### src/rtl/imem_loader_if.sv
// Byte-stream handshake carrying the boot image into the loader.
// A byte transfers on a rising clock edge where in_valid and in_ready are both high.
interface imem_loader_if;
    logic       in_valid;
    logic [7:0] in_data;
    logic       in_ready;

    // Byte source: drives data, observes back-pressure.
    modport master (output in_valid, output in_data, input in_ready);

    // Loader: consumes data, drives back-pressure.
    modport slave (input in_valid, input in_data, output in_ready);
endinterface

### src/rtl/imem_loader.sv
// Boot-time instruction-memory loader.
// Receives a header (16-bit little-endian word count), the data bytes and an XOR checksum byte.
// Assembles little-endian 32-bit words and writes them to imem from address 0.
// Holds the processor in reset until a load completes with a matching checksum.
module imem_loader #(
    parameter int ADDR_W    = 12,
    parameter int MAX_WORDS = 4096
) (
    input  logic              clock,
    input  logic              reset,
    input  logic              start,
    imem_loader_if.slave      stream,
    output logic [ADDR_W-1:0] imem_address,
    output logic [31:0]       imem_data,
    output logic              imem_wren,
    output logic              proc_reset,
    output logic              load_done,
    output logic              load_error
);

    typedef enum logic [2:0] {
        HDR0,
        HDR1,
        DATA,
        WRITE,
        CHK,
        DONE,
        ERROR
    } state_t;

    state_t          state;
    state_t          next_state;

    // The counter is one bit wider than the address, so a count of 2**ADDR_W does not alias to 0.
    logic [ADDR_W:0] word_cnt;
    logic [15:0]     n_words;
    logic [1:0]      byte_idx;
    logic [7:0]      xor_acc;
    logic [31:0]     asm_word;

    logic            ready;
    logic            accept;
    logic [15:0]     n_full;
    logic            last_word;

    // in_ready is decoded from the state register alone, so in_valid has no path to any output.
    assign ready     = (state == HDR0) || (state == HDR1) || (state == DATA) || (state == CHK);
    assign accept    = stream.in_valid & ready;
    assign n_full    = {stream.in_data, n_words[7:0]};
    assign last_word = (16'(word_cnt) + 16'd1) == n_words;

    assign stream.in_ready = ready;
    assign imem_address    = word_cnt[ADDR_W-1:0];
    assign imem_data       = asm_word;

    // State register.
    always_ff @(posedge clock or posedge reset) begin
        // NOTE: sequential state uses non-blocking assignments, so every flop samples pre-edge values.
        if (reset) begin
            state <= HDR0;
        end else begin
            state <= next_state;
        end
    end

    // Next-state logic and status outputs decoded from the current state.
    always_comb begin
        // NOTE: defaults come first, so no path through this block leaves a signal unassigned (no latch).
        next_state = state;
        imem_wren  = 1'b0;
        proc_reset = 1'b1;
        load_done  = 1'b0;
        load_error = 1'b0;
        case (state)
            HDR0: begin
                if (accept) next_state = HDR1;
            end
            HDR1: begin
                if (accept) begin
                    if (n_full == 16'd0)                 next_state = CHK;
                    else if (n_full > 16'(MAX_WORDS))    next_state = ERROR;
                    else                                 next_state = DATA;
                end
            end
            DATA: begin
                if (accept && byte_idx == 2'd3) next_state = WRITE;
            end
            WRITE: begin
                imem_wren  = 1'b1;
                next_state = last_word ? CHK : DATA;
            end
            CHK: begin
                if (accept) next_state = (stream.in_data == xor_acc) ? DONE : ERROR;
            end
            DONE: begin
                proc_reset = 1'b0;
                load_done  = 1'b1;
                if (start) next_state = HDR0;
            end
            ERROR: begin
                load_error = 1'b1;
                if (start) next_state = HDR0;
            end
            default: next_state = HDR0;
        endcase
    end

    // Datapath: header capture, word assembly, word counter and running checksum.
    always_ff @(posedge clock or posedge reset) begin
        if (reset) begin
            word_cnt <= '0;
            n_words  <= '0;
            byte_idx <= '0;
            xor_acc  <= '0;
            asm_word <= '0;
        end else begin
            case (state)
                HDR0: begin
                    if (accept) begin
                        n_words <= {8'h00, stream.in_data};
                        xor_acc <= xor_acc ^ stream.in_data;
                    end
                end
                HDR1: begin
                    if (accept) begin
                        n_words[15:8] <= stream.in_data;
                        xor_acc       <= xor_acc ^ stream.in_data;
                        word_cnt      <= '0;
                        byte_idx      <= '0;
                    end
                end
                DATA: begin
                    if (accept) begin
                        // Shift right so the first byte of the word ends up in bits 7:0.
                        asm_word <= {stream.in_data, asm_word[31:8]};
                        byte_idx <= byte_idx + 2'd1;
                        xor_acc  <= xor_acc ^ stream.in_data;
                    end
                end
                WRITE: begin
                    word_cnt <= word_cnt + 1'b1;
                end
                DONE, ERROR: begin
                    // Restart clears the checksum as the loader re-enters HDR0.
                    if (start) begin
                        word_cnt <= '0;
                        n_words  <= '0;
                        byte_idx <= '0;
                        xor_acc  <= '0;
                    end
                end
                default: ;
            endcase
        end
    end

endmodule

### src/flat_wrapper.sv
// flat-port wrapper written by rule: the top's interface ports become plain ports
module imem_loader_flat 
#(
    parameter int ADDR_W    = 12,
    parameter int MAX_WORDS = 4096
)
  (clock, reset, start, imem_address, imem_data, imem_wren, proc_reset, load_done, load_error, stream_in_valid, stream_in_data, stream_in_ready);
  imem_loader_if stream_i ();
  input  logic clock;
  input  logic reset;
  input  logic start;
  output logic [ADDR_W-1:0] imem_address;
  output logic [31:0] imem_data;
  output logic imem_wren;
  output logic proc_reset;
  output logic load_done;
  output logic load_error;
  input wire logic [$bits(stream_i.in_valid)-1:0] stream_in_valid;
  input wire logic [$bits(stream_i.in_data)-1:0] stream_in_data;
  output wire logic [$bits(stream_i.in_ready)-1:0] stream_in_ready;
  assign stream_i.in_valid = stream_in_valid;
  assign stream_i.in_data = stream_in_data;
  assign stream_in_ready = stream_i.in_ready;
  imem_loader #(.ADDR_W(ADDR_W), .MAX_WORDS(MAX_WORDS)) u_core (.clock(clock), .reset(reset), .start(start), .stream(stream_i), .imem_address(imem_address), .imem_data(imem_data), .imem_wren(imem_wren), .proc_reset(proc_reset), .load_done(load_done), .load_error(load_error));
endmodule
### config.mk
export PLATFORM = sky130hd
export DESIGN_NAME = imem_loader_flat
export DESIGN_NICKNAME = d
export VERILOG_FILES = /design/src/rtl/imem_loader_if.sv /design/src/rtl/imem_loader.sv /design/src/flat_wrapper.sv
export SDC_FILE = /design/constraint.sdc
export NUM_CORES = 1
export LEC_CHECK = 0
export CORE_ASPECT_RATIO = 0.9
export CORE_MARGIN = 2
export CORE_UTILIZATION = 54
export DETAILED_ROUTE_END_ITERATION = 10
export HOLD_SLACK_MARGIN = 0.02
export PLACE_DENSITY = 0.77
export SYNTH_ARGS = -nofsm -noshare
export SYNTH_HDL_FRONTEND = slang
export SYNTH_SLANG_ARGS = --single-unit
export TNS_END_PERCENT = 30
### constraint.sdc
create_clock -name clock -period 3 [get_ports clock]
set_input_delay 0.9 -clock clock [delete_from_list [all_inputs] [get_ports clock]]
set_output_delay 0.9 -clock clock [all_outputs]
set_load 0.01 [all_outputs]
# Word-level counts from Yosys, hierarchy flattened
# Cells that the tools add are included.
[totals] reg_bits=74 latch_bits=0 ramBits=0 rom_bits=0 inputBits=12 output_inout_bits=49 elab_cells=78 memories=0
[op_classes] addsub=3 multipliers=0 n_div=0 n_lt_le_gt_ge=1 n_eq_ne=16 n_shift=0 muxes=29 bitwise_logic=2 n_reduce_logical=20
[op_table] op="13-bit one-hot mux with 3 select lines" n=1
[op_table] op="16-bit 2-to-1 mux" n=2
[op_table] op="8-bit one-hot mux with 2 select lines" n=2
[op_table] op="13-bit 2-to-1 mux" n=2
[op_table] op="3-bit 2-to-1 mux" n=8
[op_table] op="8-bit 2-to-1 mux" n=3
[op_table] op="8-bit one-hot mux with 3 select lines" n=1
[op_table] op="3-bit one-hot mux with 6 select lines" n=1
[op_table] op="16-bit == test" n=1
[op_table] op="16-bit by 13-bit greater-than comparator with 1-bit output, second input constant" n=1
[op_table] op="16-bit logical NOT" n=1
[op_table] op="13-bit by 1-bit adder with 14-bit output, second input constant" n=1
[op_table] op="13-bit by 1-bit adder with 13-bit output, second input constant" n=1
[op_table] op="2-bit by 1-bit != test with 1-bit output, second input constant" n=6
[op_table] op="3-bit == test, second input constant" n=3
[op_table] op="3-bit AND reduction" n=3
[op_table] op="3-bit nonzero test" n=3
[op_table] op="8-bit == test" n=1
[op_table] op="2-bit 2-to-1 mux" n=4
[op_table] op="4-bit AND reduction" n=2
[op_table] op="8-bit XOR" n=1
[op_table] op="3-bit by 2-bit == test with 1-bit output, second input constant" n=2
[op_table] op="2-bit one-hot mux with 3 select lines" n=1
[op_table] op="5-bit AND reduction" n=1
[op_table] op="other kinds (13)" n=19

# Depth between registers and ports, before layout
# Gate-level depths: netlist of run 1.
[depth] word_depth=8 mapped_depth=10 depth_no_buf=8

# Worst setup path before layout of run 1
# No wires, ideal clock.
[synth_path] kind="input to register" start="input stream_in_data[1]" end="register u_core.state[1]" setup_ps=128 arrival_time_ps=2073 required_ps=2872 path_slack_ps=799 path_stages=7 n_path_buf=1 path_cell_list="clkbuf_1 > nor4_1 > nand3_1 > a2111oi_0 > o32ai_1 > mux2i_1 > o31ai_1"
[synth_between] elab_chain_len=4 elab_cells_between_ends=7 cone_classes="eq/ne (1); mux (5); reduce/logical (1)"
[synth_rtl] element="from (decl)" line_no="flat_wrapper.sv:19" rtl="input wire logic [$bits(stream_i.in_data)-1:0] stream_in_data;"
[synth_rtl] element="8-bit == test or 16-bit logical NOT (tied branches)" line_no="imem_loader.sv:93, imem_loader.sv:80"
[synth_rtl] element="2-bit 2-to-1 mux or 3-bit 2-to-1 mux (tied branches)" line_no="imem_loader.sv:93, imem_loader.sv:80"
[synth_rtl] element="3-bit 2-to-1 mux (on tied branches)" line_no="imem_loader.sv:93, imem_loader.sv:79"
[synth_rtl] element="3-bit one-hot mux with 6 select lines (*)" line_no="imem_loader.sv:74" rtl="case (state)"
[synth_rtl] element="to (signal assigned)" line_no="imem_loader.sv:62" rtl="state <= next_state;"
[synth_rtl] element="to (decl)" line_no="imem_loader.sv:31" rtl="state_t state;"
# Every way passes the cells marked *; elsewhere a longest branch is shown, timed or not. The select of a mux whose other input is x is not followed.
# A chain may end at the register's enable or synchronous reset.

# Worst setup path after layout of run 1
[layout_path] start="register u_core.state[0]" end="output stream_in_ready"
[layout_between] elab_chain_len=4 elab_cells_between_ends=7 cone_classes="eq/ne (3); reduce/logical (4)"
[layout_rtl] element="3-bit by 1-bit == test with 1-bit output or 3-bit logical NOT (tied branches)" line_no="imem_loader.sv:47" rtl="assign ready = (state == HDR0) || (state == HDR1) || (state == DATA) || (state == CHK);"
[layout_rtl] element="1-bit logical OR (2 in a row)" line_no="imem_loader.sv:47"
[layout_rtl] element="1-bit logical OR (*)" line_no="imem_loader.sv:47"
[layout_rtl] element="to (decl)" line_no="flat_wrapper.sv:20" rtl="output wire logic [$bits(stream_i.in_ready)-1:0] stream_in_ready;"
# Every way passes the cells marked *; elsewhere a longest branch is shown, timed or not.

==> results.md, run 1 <==
- Fin area: approximately 4800 sq um
- Number of synthesized flops with an enable pin: 0
- Worst slack, placed: 213 ps
- RSZ-0062 raised after global routing: no
- Pwr dens: roughly 980 nW/um^2
- Post-Syn Instances: 397
- Hold Crit Class: flop to flop
- Ys Warns: 0
- Area of the mapped netlist: about 4000 sq um
- Port Buffers: 60
- Post-CTS Repair Setup Buffers: 0
- Clk Tree Root Cell: clkbuf_8
- Starting Density: around 56%
- Worst hold slack: approximately 500 ps
- Reg area: about 1900 sq um
- CTS max path bufs: 2
- Hold-fix buffers at CTS: 0
- Top Ports: 61
- Tmin final: between 2000 and 3000 ps
- R2R Path Start: u_core.word_cnt[0]
- DRC Markers: 0
- Synth unique cells: 53
- Status: finished, final reports clean
- Clock slew at reported path FFs: ~70 ps
- Sequential fraction of the synthesis area: between 40% and 50%
- Worst-Margin Slew: approximately 640 ps
- Endpoints failing hold: 0
- Dpl hpwl: ~6700 um
- DR vias/cell: 5.82
- Crit path kind: flop to primary output
- FF-to-FF path depth: 7
- R2R Path End: u_core.state[2]
- Hold Path Sink: u_core.xor_acc[3]
- Synth-to-Final Area Change: 21.5%
- CTS tree: built
- Number of global-route vias before repair: 3309
- Core Area: a little over 7000 sq um
- Antenna cell count: 0
- Top cell type by total area after synthesis: dfrtp_1
- Die width: 94.6 um
- Ys async rst share: 100%
- Synthesized area per cell: about 10 sq um
- Post-DP Area: around 4600 sq um
- Synth area leaders: dfrtp_1 46%, mux2_2 9.0%, xnor2_1 4.2%, a21oi_1 3.8%, o21ai_0 3.6%
- Worst-Skew Late Latency: roughly 350 ps
- Synth Register Bits: 74
- Final Setup Violations: 0
- Placer Congestion: between 0.8 and 0.9
- First-pass DRT Iterations: 5
- CP max FO: 5
- Primary FF master, synth: dfrtp_1
- Max VDD drop: slightly below 600 uV
- CTS Sinks: 74
- Fin worst setup slack: about 150 ps
- Via Count: approximately 3.2k
- # rows: 29
- Total track usage: 24.8%
- Worst clock skew: ~14 ps
- Rel. slew slack: around 57%
- Fin nets: ~460
- Routed len/inst: about 17 um
- Most frequent cells in the layout: 74 x dfrtp_1, 60 x clkdlybuf4s50_1, 34 x nand2_1, 32 x mux2_2, 30 x a21oi_1
- Setup TNS: 0 ps
- Fin. max-slew vios: 0
- Initial antenna violation count: 0
- Pleak: slightly above 2 nW
- Largest net degree at the start of global routing: 33
- Non-Filler Instances: ~540
- Mapped Nets: just over 400
- # placed instances: roughly 530
- Share of layout cells above drive strength 1: roughly 16%
- Top-area cell type share of the netlist area: about 46%
- Initial detailed-routing violation count: between 150 and 200
- FMAX: between 0.3 and 0.4 GHz
- Fill cells: slightly below 600
- H-tree Lvls: 3
- Crit path capture type: primary output
- Fin crit share: a little over nine tenths
- CP Launch Type: flop
- CTS Buf Count: 9
- Required time worst endpoint: 2100 ps
- Die ar.: 8090 sq um
- Overflow after GRT: 0
- Die Ht: roughly 86 um
- Reg2reg setup slack: between 400 and 500 ps
- Multi-input logic area: between 1500 and 2000 sq um
- Hold_sp: u_core.xor_acc[3]
- Final ANT Viol Nets: 0
- First-pass GRT wire length: around 16000 um
- Most common cell after layout, fill and taps aside: dfrtp_1
- Drt total wl: 9330 um
- Max cap viols: 0
- WP data arrival: 1950 ps
- Hold depth: 1
-- timing repair --
| item | in CTS | in global routing |
|---|---|---|
| gates cloned | 0 | 0 |
| gates resized for setup | 1 | 3 |
| endpoints found under the setup margin | 1 | 1 |
-- power breakdown --
group / internal [mW] / total (mW) / switching [mW]
sequential: 1.39 / 1.75 / 0.360
clock: 0.466 / 0.845 / 0.379
combinational: 1.13 / 2.13 / 1.00
total: 2.99 / 4.73 / 1.74
-- flip-flops by register name, summed over array words and instances, names as in the netlist --
register,flops
u_core.byte_idx,2
u_core.word_cnt,13
u_core.imem_data,32
u_core.xor_acc,8
u_core.state,3
u_core.n_words,16
-- per-stage QoR --
step	util (%)	power [mW]
3_3_place_gp	64.8	3.76
6_report	68.1	4.73
2_1_floorplan	-	2.99
3_5_place_dp	64.8	3.86
5_1_grt	68.1	5.02
4_1_cts	67.9	4.72
-- cell type report --
cell class	instances	area share [%]
clock buffers	9	2.56
clock inverters	6	1.86
inverters	15	1.16
multi-input cells	268	38.5
flip-flops and latches	74	38.2
well taps	93	2.40
repair buffers	77	15.3
-- synthesized netlist by cell type (4+ instances only) --
| master | count |
|---|---|
| nand3_1 | 17 |
| ha_1 | 6 |
| nor3_1 | 6 |
| nor2b_1 | 4 |
| o21ai_0 | 29 |
| xnor2_1 | 19 |
| clkbuf_1 | 15 |
| dfrtp_1 | 74 |
| nand2_1 | 34 |
| a21oi_1 | 30 |
| mux2_2 | 32 |
| nor4_1 | 5 |
| o31ai_1 | 6 |
| nand4_1 | 6 |
| nor2_1 | 13 |
| buf_4 | 17 |
| a22o_1 | 10 |
| inv_1 | 14 |
| xor2_1 | 7 |
-- logic make-up (layout without fill, tap and decap cells) --
family,Yosys count,after routing,synth area share (%)
buffers and inverters,55,107,7.25
xor gates and xnor gates,26,26,5.71
AOI/OAI and AO/OA,96,96,15.0
DFF,74,74,46.4
adders and majority gates,6,6,1.88
muxes,34,34,9.54
and+or+nand+nor,106,106,14.2
-- critical path, cell delays in order, from the launching register on --
cell and delay (ps):
dfrtp_1 440, inv_1 130, ha_2 230, nor2_1 80, o21bai_1 170, clkdlybuf4s50_1 560
-- worst max-delay path by stage --
stage | start | endpoint | slack (ps) | cells after the start
after detailed placement | stream_in_data[1] | u_core.state[1] | 210 | 7
after floorplan | reset | u_core.byte_idx[0] | 220 | 1
after CTS | u_core.state[1] | stream_in_ready | 100 | 5
final | u_core.state[0] | stream_in_ready | 150 | 5
after global placement | stream_in_data[1] | u_core.state[1] | 260 | 7
after global routing | u_core.state[0] | stream_in_ready | 20 | 5
-- metal layers --
layer  share of wire (%)  global-route usage (%)  wire length, um
met1                  44                    32.0             4080
met4                 2.5                    10.0              233
met2                  49                    40.8             4600
met5                   0                       0                0
met3                 4.6                    5.54              425
Note: power is estimated with default switching activity, not from simulation.
==> inputs of run 2 (changes only) <==
--- a/config.mk
+++ b/config.mk
@@ -8,6 +8,7 @@
 export CORE_ASPECT_RATIO = 0.9
 export CORE_MARGIN = 2
 export CORE_UTILIZATION = 54
+export CTS_CLUSTER_DIAMETER = 200
 export DETAILED_ROUTE_END_ITERATION = 10
 export HOLD_SLACK_MARGIN = 0.02
 export PLACE_DENSITY = 0.77
==> results of run 2 <==
Final layout, timing and power as in run 1 (identical DEF).
